### config.mk
export PLATFORM = sky130hd
export DESIGN_NAME = lzrw1_decompressor_top
export DESIGN_NICKNAME = d
export VERILOG_FILES = /design/src/rtl/lzrw1_pkg.sv /design/src/rtl/lzrw1_history_buf.sv /design/src/rtl/lzrw1_decompressor_top.sv
export SDC_FILE = /design/constraint.sdc
export NUM_CORES = 2
export LEC_CHECK = 0
export ABC_AREA = 0
export CORE_MARGIN = 2
export CORE_UTILIZATION = 35
export CTS_CLUSTER_DIAMETER = 40
export DETAILED_ROUTE_END_ITERATION = 16
export PLACE_DENSITY = 0.48
export SLEW_MARGIN = 5
export SYNTH_ARGS = -nofsm -noshare
export SYNTH_HDL_FRONTEND = slang
export SYNTH_SLANG_ARGS = --single-unit
### constraint.sdc
create_clock -name clock -period 5.4 [get_ports clock]
set_clock_uncertainty 0.15 [all_clocks]
set_input_delay 0.81 -clock clock [delete_from_list [all_inputs] [get_ports clock]]
set_output_delay 0.81 -clock clock [all_outputs]
set_load 0.02 [all_outputs]
### src/rtl/lzrw1_pkg.sv
// Shared constants and types for the LZRW1 streaming decompressor.
// Latency: n/a (declarations only).
// Backpressure: n/a (declarations only).
package lzrw1_pkg;

    // Control bit carried alongside each 16-bit compressed item
    localparam logic CTRL_LITERAL = 1'b0;
    localparam logic CTRL_COPY    = 1'b1;

    // Copy item layout: data[15:4] = back-offset, data[3:0] = length - LEN_BIAS
    localparam int LEN_BIAS = 3;
    localparam int OFFSET_W = 12;
    localparam int LEN_W    = 4;

    // IDLE: waiting for an item. COPY: emitting bytes; the cycle with
    // remaining == 0 after the last byte is the "done" slot that drops busy.
    typedef enum logic [0:0] {
        ST_IDLE = 1'b0,
        ST_COPY = 1'b1
    } state_e;

endpackage

### src/rtl/lzrw1_history_buf.sv
// Circular history of recently emitted bytes; one sync write port, one comb read port.
// Latency: write lands on the clock edge, read is combinational (same cycle).
// Backpressure: none; always accepts a write when wr_en is high.
// Ports: clock/reset (async active-low clear of every entry), wr_en/wr_addr/wr_dat,
//        rd_addr/rd_dat.
module lzrw1_history_buf #(
    parameter int DEPTH = 256,
    parameter int AW    = $clog2(DEPTH)
) (
    input  logic          clock,
    input  logic          reset,
    input  logic          wr_en,
    input  logic [AW-1:0] wr_addr,
    input  logic [7:0]    wr_dat,
    input  logic [AW-1:0] rd_addr,
    output logic [7:0]    rd_dat
);

    logic [7:0] mem_q [DEPTH];

    always_ff @(posedge clock or negedge reset) begin
        if (!reset) begin
            for (int i = 0; i < DEPTH; i++) begin
                mem_q[i] <= 8'h00;
            end
        end else if (wr_en) begin
            mem_q[wr_addr] <= wr_dat;
        end
    end

    assign rd_dat = mem_q[rd_addr];

endmodule

### src/rtl/lzrw1_decompressor_top.sv
// Streaming LZRW1 decompressor: literal/copy items in, one decompressed byte per clock out.
// Latency: byte 0 registered on the accepting edge; an item of length L holds busy for L cycles.
// Backpressure: decompressor_busy high while expanding; data_in_valid is ignored while busy.
// Ports: clock, reset (async active-low), data_in/control_word_in/data_in_valid (item in),
//        decompressed_byte/out_valid (byte out), decompressor_busy.
module lzrw1_decompressor_top
    import lzrw1_pkg::*;
#(
    parameter int HISTORY_SIZE = 256
) (
    input  logic        clock,
    input  logic        reset,
    input  logic [15:0] data_in,
    input  logic        control_word_in,
    input  logic        data_in_valid,
    output logic [7:0]  decompressed_byte,
    output logic        out_valid,
    output logic        decompressor_busy
);

    localparam int AW    = $clog2(HISTORY_SIZE);
    localparam int REM_W = LEN_W + 1;

    state_e            state_q, state_d;
    logic [REM_W-1:0]  rem_q, rem_d;
    logic [AW-1:0]     src_q, src_d;
    logic [AW-1:0]     wp_q, wp_d;
    logic [7:0]        byte_q, byte_d;
    logic              out_valid_q, out_valid_d;

    logic [AW-1:0]     rd_addr;
    logic [7:0]        rd_dat;
    logic [AW-1:0]     copy_src0;

    // Subtract at full offset width then truncate: power-of-two depth makes
    // this the offset taken modulo HISTORY_SIZE.
    assign copy_src0 = AW'(OFFSET_W'(wp_q) - data_in[15:LEN_W]);

    lzrw1_history_buf #(
        .DEPTH (HISTORY_SIZE),
        .AW    (AW)
    ) u_hist (
        .clock   (clock),
        .reset   (reset),
        .wr_en   (out_valid_d),
        .wr_addr (wp_q),
        .wr_dat  (byte_d),
        .rd_addr (rd_addr),
        .rd_dat  (rd_dat)
    );

    always_comb begin
        state_d     = state_q;
        rem_d       = rem_q;
        src_d       = src_q;
        wp_d        = wp_q;
        byte_d      = byte_q;
        out_valid_d = 1'b0;
        rd_addr     = src_q;

        case (state_q)
            ST_IDLE: begin
                // Byte 0 of a copy reads straight from the incoming item
                rd_addr = copy_src0;
                if (data_in_valid) begin
                    state_d     = ST_COPY;
                    out_valid_d = 1'b1;
                    wp_d        = wp_q + AW'(1);
                    if (control_word_in == CTRL_COPY) begin
                        byte_d = rd_dat;
                        rem_d  = REM_W'(data_in[LEN_W-1:0]) + REM_W'(LEN_BIAS - 1);
                        src_d  = copy_src0 + AW'(1);
                    end else begin
                        byte_d = data_in[7:0];
                        rem_d  = '0;
                    end
                end
            end
            ST_COPY: begin
                if (rem_q == '0) begin
                    state_d = ST_IDLE;
                end else begin
                    // Writes from earlier bytes of this copy are already in the
                    // buffer, so overlapping copies replicate naturally.
                    out_valid_d = 1'b1;
                    byte_d      = rd_dat;
                    src_d       = src_q + AW'(1);
                    wp_d        = wp_q + AW'(1);
                    rem_d       = rem_q - REM_W'(1);
                end
            end
            default: state_d = ST_IDLE;
        endcase
    end

    always_ff @(posedge clock or negedge reset) begin
        if (!reset) begin
            state_q     <= ST_IDLE;
            rem_q       <= '0;
            src_q       <= '0;
            wp_q        <= '0;
            byte_q      <= 8'h00;
            out_valid_q <= 1'b0;
        end else begin
            state_q     <= state_d;
            rem_q       <= rem_d;
            src_q       <= src_d;
            wp_q        <= wp_d;
            byte_q      <= byte_d;
            out_valid_q <= out_valid_d;
        end
    end

    assign decompressed_byte = byte_q;
    assign out_valid         = out_valid_q;
    assign decompressor_busy = (state_q == ST_COPY);

endmodule

==> run summary <==
Core area: 0.283 mm²
Clock root cell: clkbuf_16
Crit Path Max Fanout: 20
Detailed-route via count: 92,500
Post-Syn Area: 0.0996 mm²
R2R cell count: 19
Reg2reg end: u_hist.mem_q[6]
R2R setup slack: 0.03 ns
Synth cell types: 91
Max Fclk: 0.185 GHz
Gr ovfl total: 0
Post-DRT Antenna Nets: 0
HPWL Detailed: 287 mm
Ys Warns: 0
Height of the die: 537 µm
Syn nets: 11,200
Placed cells: 15,100
Fin crit period: 5.41 ns
#FFs+latches synth: 2,078
Setup violators final: 4
Leading area contributor after synthesis: dfrtp_1
Nets: 11,900
Skew-Pair Late Insertion Delay: 0.95 ns
Worst min path class: input port to asynchronous set/reset pin
Layout cell share with drive strength beyond 1: 18.5%
Share of the synthesized area in the top cell type: 52.2%
Row count: 195
DRC viols: 0
Most instantiated library cell after synthesis: nor2_1
Worst-Margin Slew: 1.26 ns
Dpl ws: -1.33 ns
Pre-antenna DRT Iters: 8
Initial core utilization: 35.2%
Final period utilization: 100%
Status: finished with violations
I/O pins: 30
Worst R2R Start: wp_q[0]
Crit path DAT: 6.12 ns
Syn Inst Count: 11,200
Max_slew headroom: 15.9%
Area Growth Syn to Fin: 28.3%
Die W: 537 µm
Synth cell count leaders: nor2_1, dfrtp_1, a21oi_1
Hold Violations, Final: 0
Non-filler cells, final: 15,900
Asr flop ratio synth: 100%
Ranking of synthesized cells by area: dfrtp_1, nor2_1, a21oi_1
Critical path type: input port to register
Die ar.: 0.289 mm²
Number of enable flip-flop cells after synthesis: 0
Worst path required time: 6.11 ns
Vias in the first global route: 89,100
Setup crit end kind: register
Initial drt markers: 10,000
Total of max-cap violations: 0
WL final: 433 mm
Worst-path clk slew: 0.05 ns
Maximum number of pins on one net before global-route repair: 172
Setup_tns: -0.0331 ns
Cts bufs inserted: 397
Initial antenna violation count: 17
Max-slew violation count: 0
Slowest stage cell, crit path: fa_4
Worst setup SP type: input port
First-pass GRT wire length: 629 mm
I/O Buffers: 25
TritonCTS clock tree: yes
Failing checks: setup timing
Final setup margin: -0.0135 ns
Cells along the critical path: clkdlybuf4s50_1 > buf_12 > ha_4 > inv_1 > fa_4 > nand2b_4 > buf_6 > a2bb2oi_1 > o221ai_1 > a221oi_1 > buf_4 > o211ai_1 > o2111ai_1 > or4_4 > o21ai_4 > o221ai_4 > buf_12 > clkbuf_16 > buf_12 > a31oi_1
Ys flop type: dfrtp_1
Most common cell on crit path: buf_12
WL/cell: 27.2 µm
Avg Cell Area, Syn: 8.92 µm²
Avg Vias per Cell: 5.81
CTS Buffer Depth: 4
Sequential fraction of the synthesis area: 52.2%
Global-route usage over all layers: 29.4%
H-tree depth: 5
Clock Sinks: 2,078
CP max stage delay: 0.89 ns
Placer Congestion: 0.927
logic make-up after synthesis:
logic type,count (synthesis),synth area share (%)
AOI/OAI and AO/OA,3647,22.4
xor gates and xnor gates,19,0.175
adders and majority gates,15,0.196
buffers and inverters,1153,5.36
DFF,2078,52.2
muxes,204,2.76
and+or+nand+nor,4054,16.9
worst max path at each step:
stage | start | to | slack, ns | cells after the start
finish | data_in[4] | u_hist.mem_q[6] | -0.01 | 20
detailed placement | data_in[4] | u_hist.mem_q[946] | -1.33 | 21
CTS | data_in[4] | u_hist.mem_q[1080] | -0.01 | 21
global placement | data_in[4] | u_hist.mem_q[922] | -1.34 | 21
global route | data_in[4] | u_hist.mem_q[6] | -0.006 | 23
floorplan | data_in[4] | u_hist.mem_q[142] | 0.79 | 18
metrics by stage:
step	cell area [µm²]	util, %	hold WS (ns)
finish	128000	45.2	0.315
floorplan	99600	-	0.300
CTS	127000	45.0	0.281
global route	128000	45.2	0.291
detailed placement	112000	39.7	0.330
global placement	112000	39.7	0.317
critical path, delay by kind of cell:
kind	cells	cell delay, ns
buffers and inverters	8	1.63
AOI/OAI and AO/OA	8	1.83
and+or+nand+nor	2	0.75
adders and majority gates	2	1.02
metal layers:
metal | part of all wire, % | routed length, µm | global-route usage, % | vias up
li1 | - | - | - | 41300
met5 | 0.013 | 55 | 0 | -
met2 | 44 | 189000 | 44.4 | 4080
met3 | 8.2 | 35700 | 5.65 | 951
met4 | 5.0 | 21600 | 12.9 | 8
met1 | 43 | 187000 | 40.8 | 46100
state kept, by name (all words and copies together), names as in the netlist:
signal,cells
rem_q,5
out_valid,1
wp_q,8
decompressed_byte,8
src_q,8
u_hist.mem_q,2048
cells in the final DEF (no fill, tap or decap), drive strengths merged, types with 57 or more instances in the layout:
cell    count
bufinv     57
a211oi    222
clkbuf    501
buf      1332
o21ai     336
a31oi     859
nand3     319
nor2b      81
dfrtp    2078
nor3       68
inv        77
o211ai    219
clkinv    114
a21oi    1429
nand2     720
and3      180
nor2     2534
mux2i     146
o22ai     105
area by class of cell:
type,instances,area [µm²]
Antenna cell,7,17.5
Multi-Input combinational cell,7939,43100
Tap cell,3743,4680
Timing Repair Buffer,1366,13500
Clock buffer,494,10900
Sequential cell,2078,52000
Clock inverter,248,3280
Inverter,53,220
Fill cell,27100,155000
repair_timing:
action / CTS / global route
pin swaps: 16 / 17
endpoints found under the hold margin: 21 / 0
cloned: 3 / 7
setup endpoints to repair: 2046 / 1921
hold buffers: 1 / 0
setup buffers: 32 / 15
resized for setup: 50 / 71
Power is not shown: default switching activity piles up to over one toggle a cycle in this logic, so the estimate is an artifact.
